--- config.mk ---
export PLATFORM = sky130hd
export DESIGN_NAME = round_score_display
export DESIGN_NICKNAME = d
export VERILOG_FILES = /design/src/rtl/round_score_display.sv
export SDC_FILE = /design/constraint.sdc
export NUM_CORES = 1
export LEC_CHECK = 0
export ABC_AREA = 1
export BUFFER_PORTS_ARGS = -buffer_cell sky130_fd_sc_hd__buf_4
export CORE_MARGIN = 5
export CORE_UTILIZATION = 50
export CTS_CLUSTER_SIZE = 16
export DETAILED_ROUTE_END_ITERATION = 10
export GPL_ROUTABILITY_DRIVEN = 0
export PLACE_DENSITY = 0.66
export REMOVE_ABC_BUFFERS = 1
export SLEW_MARGIN = 5
export SYNTH_ARGS = -nofsm -noshare
export SYNTH_HDL_FRONTEND = slang
export SYNTH_SLANG_ARGS = --single-unit
--- constraint.sdc ---
create_clock -name i_clk -period 3 [get_ports i_clk]
set_input_delay 0.6 -clock i_clk [delete_from_list [all_inputs] [get_ports i_clk]]
set_output_delay 0.6 -clock i_clk [all_outputs]
set_load 0.01 [all_outputs]
--- src/rtl/round_score_display.sv ---
// Round timer, win/fail tallies and best-time tracker for the teeter game,
// with an 8-digit multiplexed 7-segment display driver.
module round_score_display #(
  parameter int TICK_DIV = 1_000_000,
  parameter int SCAN_DIV = 100_000
) (
  input  logic        i_clk,
  input  logic        i_rst_n,
  input  logic        i_new_game,
  input  logic        i_round_start,
  input  logic        i_playing,
  input  logic        i_win,
  input  logic        i_fail,
  output logic [15:0] o_time,
  output logic [7:0]  o_win_cnt,
  output logic [7:0]  o_fail_cnt,
  output logic [15:0] o_best_time,
  output logic        o_best_valid,
  output logic [6:0]  o_seg,
  output logic        o_dp,
  output logic [7:0]  o_an
);

  localparam int TW = $clog2(TICK_DIV);
  localparam int SW = $clog2(SCAN_DIV);

  typedef enum logic [1:0] {IDLE = 2'd0, RUN = 2'd1, DONE = 2'd2} state_t;

  state_t        state;
  state_t        next_state;
  logic [TW-1:0] tick_cnt;
  logic          tick_hit;
  logic [SW-1:0] scan_cnt;
  logic [2:0]    digit;
  logic [3:0]    digit_val;

  function automatic logic [15:0] bcd4_inc_sat(input logic [15:0] v);
    logic [15:0] r;
    logic        carry;
    r     = v;
    carry = 1'b1;
    if (v == 16'h9999) begin
      r = v;
    end else begin
      for (int i = 0; i < 4; i++) begin
        if (carry) begin
          if (r[4*i +: 4] == 4'd9) begin
            r[4*i +: 4] = 4'd0;
          end else begin
            r[4*i +: 4] = r[4*i +: 4] + 4'd1;
            carry       = 1'b0;
          end
        end else begin
          carry = 1'b0;
        end
      end
    end
    return r;
  endfunction

  function automatic logic [7:0] bcd2_inc_sat(input logic [7:0] v);
    if (v == 8'h99) begin
      return v;
    end else if (v[3:0] == 4'd9) begin
      return {v[7:4] + 4'd1, 4'd0};
    end else begin
      return {v[7:4], v[3:0] + 4'd1};
    end
  endfunction

  function automatic logic [6:0] seg7(input logic [3:0] d);
    case (d)
      4'd0:    return 7'b1000000;
      4'd1:    return 7'b1111001;
      4'd2:    return 7'b0100100;
      4'd3:    return 7'b0110000;
      4'd4:    return 7'b0011001;
      4'd5:    return 7'b0010010;
      4'd6:    return 7'b0000010;
      4'd7:    return 7'b1111000;
      4'd8:    return 7'b0000000;
      4'd9:    return 7'b0010000;
      default: return 7'b1111111;
    endcase
  endfunction

  always_ff @(posedge i_clk) begin
    if (!i_rst_n) begin
      state <= IDLE;
    end else begin
      state <= next_state;
    end
  end

  always_comb begin
    next_state = state;
    tick_hit   = (state == RUN) && i_playing && (tick_cnt == TW'(TICK_DIV - 1));
    if (i_new_game) begin
      next_state = IDLE;
    end else if (i_round_start) begin
      next_state = RUN;
    end else begin
      case (state)
        IDLE:    next_state = IDLE;
        RUN:     next_state = (i_win || i_fail) ? DONE : RUN;
        DONE:    next_state = DONE;
        default: next_state = IDLE;
      endcase
    end
  end

  // Round time, tallies and best time; a win or fail edge takes priority over a tick.
  always_ff @(posedge i_clk) begin
    if (!i_rst_n || i_new_game) begin
      tick_cnt     <= TW'(0);
      o_time       <= 16'h0000;
      o_win_cnt    <= 8'h00;
      o_fail_cnt   <= 8'h00;
      o_best_time  <= 16'h9999;
      o_best_valid <= 1'b0;
    end else if (i_round_start) begin
      tick_cnt <= TW'(0);
      o_time   <= 16'h0000;
    end else if (state == RUN && i_win) begin
      o_win_cnt <= bcd2_inc_sat(o_win_cnt);
      if (!o_best_valid || o_time < o_best_time) begin
        o_best_time  <= o_time;
        o_best_valid <= 1'b1;
      end
    end else if (state == RUN && i_fail) begin
      o_fail_cnt <= bcd2_inc_sat(o_fail_cnt);
    end else if (state == RUN && i_playing) begin
      if (tick_hit) begin
        tick_cnt <= TW'(0);
        o_time   <= bcd4_inc_sat(o_time);
      end else begin
        tick_cnt <= tick_cnt + TW'(1);
      end
    end
  end

  always_ff @(posedge i_clk) begin
    if (!i_rst_n) begin
      scan_cnt <= SW'(0);
      digit    <= 3'd0;
    end else if (scan_cnt == SW'(SCAN_DIV - 1)) begin
      scan_cnt <= SW'(0);
      digit    <= digit + 3'd1;
    end else begin
      scan_cnt <= scan_cnt + SW'(1);
    end
  end

  always_comb begin
    digit_val = 4'd0;
    case (digit)
      3'd7:    digit_val = o_time[15:12];
      3'd6:    digit_val = o_time[11:8];
      3'd5:    digit_val = o_time[7:4];
      3'd4:    digit_val = o_time[3:0];
      3'd3:    digit_val = o_win_cnt[7:4];
      3'd2:    digit_val = o_win_cnt[3:0];
      3'd1:    digit_val = o_fail_cnt[7:4];
      3'd0:    digit_val = o_fail_cnt[3:0];
      default: digit_val = 4'd0;
    endcase
  end

  // Display pins lag the digit index by one cycle so anode and segments switch together.
  always_ff @(posedge i_clk) begin
    if (!i_rst_n) begin
      o_an  <= 8'b1111_1110;
      o_seg <= 7'b1000000;
      o_dp  <= 1'b1;
    end else begin
      o_an  <= ~(8'b0000_0001 << digit);
      o_seg <= seg7(digit_val);
      o_dp  <= (digit == 3'd6) ? 1'b0 : 1'b1;
    end
  end

endmodule

=== Word level (Yosys, flattened, before mapping) ===
Memories as Yosys holds them, arrays and structs flattened. A register that Yosys moved wholly into a read port is not among the register bits.
Cells that the tools add are included.

* Register bits after elaboration: 100
* ROM bits: 112
* Input port bits: 7
* Output and inout bits: 65
* Logic and storage cells: 122
* Memories: 1

* $add $sub $neg: 11
* Order comparisons: 1
* Eq/ne operators: 20
* Shifts and indexed selects: 1
* Multiplexer cells: 38
* Bitwise operators: 8
* Reduce and logical (&&, ||, !) cells: 25

{| class="wikitable"
|+ Memories
! memory !! depth !! width !! read ports !! clocked after memory_dff !! wr ports !! RTL line !! source
|-
| (no name shown) || 16 || 7 || 1 || 1 || 0 || 72 || <nowiki>case (d)</nowiki>
|}

{| class="wikitable"
|+ Operators by type and width
! kind !! count
|-
| adder 4 x 1 -> 4 bit, second input constant || 8
|-
| one-hot mux 4 bit (8 select lines) || 1
|-
| 2-to-1 mux 1 bit || 28
|-
| equality test 4 bit, second input constant || 6
|-
| 2-to-1 mux 4 bit || 6
|-
| adder 20 x 1 -> 20 bit, second input constant || 1
|-
| equality test 20 bit, second input constant || 1
|-
| 2-to-1 mux 20 bit || 1
|-
| AND reduction 6 bit || 3
|-
| adder 17 x 1 -> 17 bit, second input constant || 1
|-
| equality test 17 bit, second input constant || 1
|-
| equality test 16 bit, second input constant || 1
|-
| equality test 8 bit, second input constant || 2
|-
| < comparator 16 bit || 1
|-
| equality test 3 bit, second input constant || 4
|-
| AND reduction 5 bit || 2
|-
| AND reduction 3 bit || 3
|-
| NOT 8 bit || 1
|-
| AND reduction 4 bit || 2
|-
| << shifter 1 x 3 -> 8 bit, first input constant || 1
|-
| NOT 1 bit || 7
|-
| equality test 3 x 2 -> 1 bit, second input constant || 2
|-
| OR reduction 2 bit || 3
|-
| logical AND 1 bit || 4
|-
| 10 further kinds || 14
|}

=== Longest topological paths before layout ===
* Depth in word-level cells: 26
* Gate-level depth with buffers: 15
* Depth with buffers taken out: 15

=== Least setup slack after synthesis ===
OpenSTA, ideal clock, no wires.

* Path kind: register to register
* From: register digit[0]
* To: register o_seg[3]
* Setup time: 124 ps
* Data arrival time: 1753 ps
* Required time: 2876 ps
* Slack: 1123 ps
* Cell stages (with the launch flop): 14
* Buffers on the path: 0
* Period minus slack after synthesis: 1877 ps
* Path through: dfxtp_1 ha_1 ha_1 inv_1 nand3_1 inv_1 nand2_1 nand3_1 inv_1 ha_1 nand2_1 nand2_1 nand2_1 a21oi_1

* Cells in the longest elaborated chain, start to end: 2
* Elaborated cells on any way between the ends: 9
* Those cells by class: eq/ne: 7; mux: 1; reduce/logical: 1

{| class="wikitable"
|+ RTL lines
! element !! RTL line !! source
|-
| from (decl) || 34 || <nowiki>logic [2:0] digit;</nowiki>
|-
| from (signal assigned) || 148 || <nowiki>digit <= digit + 3'd1;</nowiki>
|-
| equality test 3 x 1 -> 1 bit, or another cell as far along || 156 || <nowiki>case (digit)</nowiki>
|-
| one-hot mux 4 bit (8 select lines) * || 156 ||
|-
| to (decl) || 19 || <nowiki>output logic [6:0] o_seg,</nowiki>
|}

Every way passes the cells marked *; elsewhere a longest branch is shown, timed or not.
A chain may end at the register's enable or synchronous reset.

=== Worst setup path in the final report ===
* From: register digit[2]
* To: register o_seg[1]

The elaborated chain is that of the path after synthesis.

==> results by group <==
Run status
  – Status: finished, final reports clean

Routing
  – DR pass1 iterations: 5
  – Routed Antenna Nets: 0
  – Vias per cell: 5.33
  – Post-Route WL: about 15000 um
  – Iter 0 DRT Violations: around 380
  – Post-route DRC: 0
  – Vias: around 5600
  – Wire per inst: about 14 um

CTS
  – Clock tree sinks: roughly 110
  – CTS clk-pin slew, worst paths: 70 ps
  – # Post-CTS Setup Buffers: 0
  – Post-CTS Hold Buffers: 0
  – H-Tree Depth: 3
  – Max Buffers Root-to-Sink: 2
  – CTS tree: done
  – Total CTS buffers: 9
  – Clock Latency Late Sink: 360 ps
  – PostCTS Resize Cnt: 0
  – Root Buffer: clkbuf_16

Min path
  – Hold EP: scan_cnt[0]
  – Hold depth: 1
  – Hold_sp: scan_cnt[0]
  – Worst hold path class: reg2reg

Logic synthesis
  – Synth Register Bits: 106
  – Yosys top cell by area: dfxtp_1
  – Ys Warns: 0
  – Post-Syn Area: 0.00581 sq mm
  – Mapped Cells: roughly 830
  – Post-synthesis area per instance: 6.96 sq um
  – Library cells used by synthesis: 45
  – Seq/Total Area, Yosys: 0.365
  – Area fraction of the dominant cell type after synthesis: 0.365
  – Synth area leaders: dfxtp_1 37%, nand2_1 12%, inv_1 7.0%

Cells and area
  – Final Net Count: around 950
  – Reg area: 0.00212 sq mm
  – Fin area: between 0.006 and 0.007 sq mm
  – Share of layout cells above drive strength 1: 0.155
  – Diodes inserted: 0
  – Area of the multi-input gates: ~0.0031 sq mm
  – Area Growth Syn to Fin: 16.8%
  – FILL cells: 1115

Pwr
  – Lkg Pwr: 2.82 nW
  – Clk pwr share: 0.438
  – P_int: 2.04 mW
  – Combinational share of power: 0.030
  – Net Sw Frac: 0.234
  – Pwr dens: 392 mW/mm^2
  – Flop pwr share: 0.532
  – Switching power: roughly 0.62 mW
  – Worst vdd ir: 0.607 mV

Global routing
  – Grt met3 use: 0.0596
  – Met1 Track Usage GR: 0.266
  – GRT Overall Usage: 0.210
  – GRT busiest layer: met2
  – Global-route wire length before repair: ~25000 um
  – Initial antenna violation count: 0
  – Number of global-route vias before repair: roughly 5200
  – Gr ovfl total: 0
  – Largest net degree at the start of global routing: 27
  – M2 GR Usage: 0.352

Worst setup path
  – Reg-to-Reg Start: digit[2]
  – CP startpoint: digit[2]
  – WP data arrival: 2430 ps
  – Reg2reg path depth: 12
  – Reg-to-reg slack, setup: about 810 ps
  – Critical path class: reg2reg
  – Worst Path Required: between 3000 and 4000 ps
  – CP endpoint kind: register
  – R2R Path End: o_seg[1]
  – Startpoint types: register
  – Max FO, Critical Path: 7

Floorplanning
  – Initial Utilization: 0.509
  – CORE AREA: 0.0114 sq mm
  – Die ar.: 0.0139 sq mm
  – Die H: about 120 um
  – Row count: 39
  – DIE WIDTH: around 120 um
  – Top-Level Pins: 72

Placed design
  – # port buffers: a little over 70
  – Dpl ws: 829 ps
  – DP Area: approximately 0.0065 sq mm
  – DP Wirelength: 11300 um

STA
  – Final Cycle Share: 0.729
  – Final setup fails: 0
  – WHS: 452 ps
  – F_max: approximately 460 MHz
  – Worst-margin pin slew: roughly 570 ps
  – Setup Total Neg Slack: 0 ps
  – Max-slew violations: 0
  – Worst setup margin: around 800 ps
  – Clk_skew: between 6 and 7 ps
  – Slew margin rel.: 0.616
  – Final Hold Fails: 0
  – Min cycle time layout: 2190 ps
  – RSZ-0062 raised after global routing: no

Flow run
  – Number of max-cap violations: 0
[final cells by class]
cell class              instances  area share
repair buffers                 80      0.0885
clock buffers                  11      0.0358
well taps                     143      0.0264
clock inverters                 5     0.00701
flip-flops and latches        106       0.313
multi-input cells             591       0.462
inverters                     122      0.0677
[cells in the mapped netlist, drive strengths merged]
| master | instances |
|---|---|
| o21a | 2 |
| nand2 | 192 |
| a31oi | 3 |
| a211o | 1 |
| ha | 32 |
| buf | 10 |
| or2 | 4 |
| o211ai | 2 |
| a21oi | 63 |
| o21bai | 1 |
| o21ai | 35 |
| nand3 | 63 |
| or3 | 1 |
| xnor2 | 2 |
| nand4 | 29 |
| clkbuf | 5 |
| nand3b | 1 |
| o22ai | 4 |
| nor3 | 32 |
| clkinv | 3 |
| xor2 | 13 |
| dfxtp | 106 |
| nor2 | 98 |
| nor4 | 2 |
| and3 | 2 |
| a211oi | 4 |
| nor3b | 5 |
| inv | 119 |
[metal layers]
| layer | vias to the layer above | part of all wire |
|---|---|---|
| li1 | 2877 | - |
| met1 | 2609 | 0.46 |
| met2 | 140 | 0.48 |
| met3 | 8 | 0.057 |
| met4 | 0 | 0.0083 |
| met5 | - | 0 |
[power groups by stage]
stage | combinational, mW | clock (mW) | sequential (mW)
finish | 0.0810 | 1.17 | 1.42
global route | 0.0909 | 1.25 | 1.42
CTS | 0.0812 | 1.19 | 1.42
detailed placement | 0.0810 | 0 | 1.45
global placement | 0.0791 | 0 | 1.45
floorplan | 0.0458 | 0 | 1.45
[kinds of logic after synthesis]
logic type               after synthesis  share of synthesized area
buffers and inverters                137                     0.0948
AO/OA/AOI/OAI                        115                      0.106
flip-flops                           106                      0.365
adder cells (fa/ha/maj)               32                     0.0689
AND/OR/NAND/NOR                      429                      0.342
XOR/XNOR                              15                     0.0226
[stage by stage]
step | power, mW | utilization | cells
floorplan | 1.50 | - | 819
global placement | 1.53 | 0.569 | 1042
detailed placement | 1.53 | 0.569 | 1042
CTS | 2.69 | 0.594 | 1058
global route | 2.76 | 0.594 | 1058
finish | 2.66 | 0.594 | 1058
[sequential cells by signal, indices dropped and copies added (netlist names)]
signal and cells:
o_time 16, o_best_valid 1, o_seg 7, o_win_cnt 8, digit 3, state 2
scan_cnt 17, o_best_time 16, o_fail_cnt 8, o_an 8, tick_cnt 20
[placed cells by master (no fill, tap or decap), types with 2 or more instances in the layout]
master     synthesis  final
a211oi_1           4      4
buf_4              2     80
nand4_1           28     28
o21ai_0           33     33
nor3_1            31     31
clkinv_1           2      2
dfxtp_1          106    106
nand2_1          185    185
clkbuf_16          0      9
ha_1              32     32
o22ai_1            4      4
a31oi_1            3      3
xnor2_1            2      2
nor4_1             2      2
o21a_1             2      2
nor2_1            82     82
inv_8              0      2
xor2_1            13     13
clkinv_4           0      2
inv_1            108    108
nor2_2             9      9
nand2_2            6      6
o211ai_1           2      2
nor2_4             7      7
nand3_2            6      6
nand3_1           57     57
or2_2              2      2
nor3b_1            5      5
and3_1             2      2
a21oi_1           63     63
inv_2             11     11
[critical path: stages (launching register included)]
cell      delay [ps]
dfxtp_1          480
inv_2            100
ha_1             260
inv_1             80
nand3_1          120
inv_1            120
nand2_1           70
nand3_1          170
inv_1            120
ha_1             240
o21bai_1         170
nand2_1           70
a21oi_1           70
[how the worst max path moves through the flow]
stage | end | slack [ps] | depth (start not counted)
after CTS | o_seg[1] | 850 | 12
after floorplan | o_seg[3] | 1120 | 13
after detailed placement | tick_cnt[14] | 830 | 10
after global placement | tick_cnt[14] | 850 | 10
final | o_seg[1] | 810 | 12
after global routing | o_seg[4] | 580 | 12
Note: power is estimated with default switching activity, not from simulation.
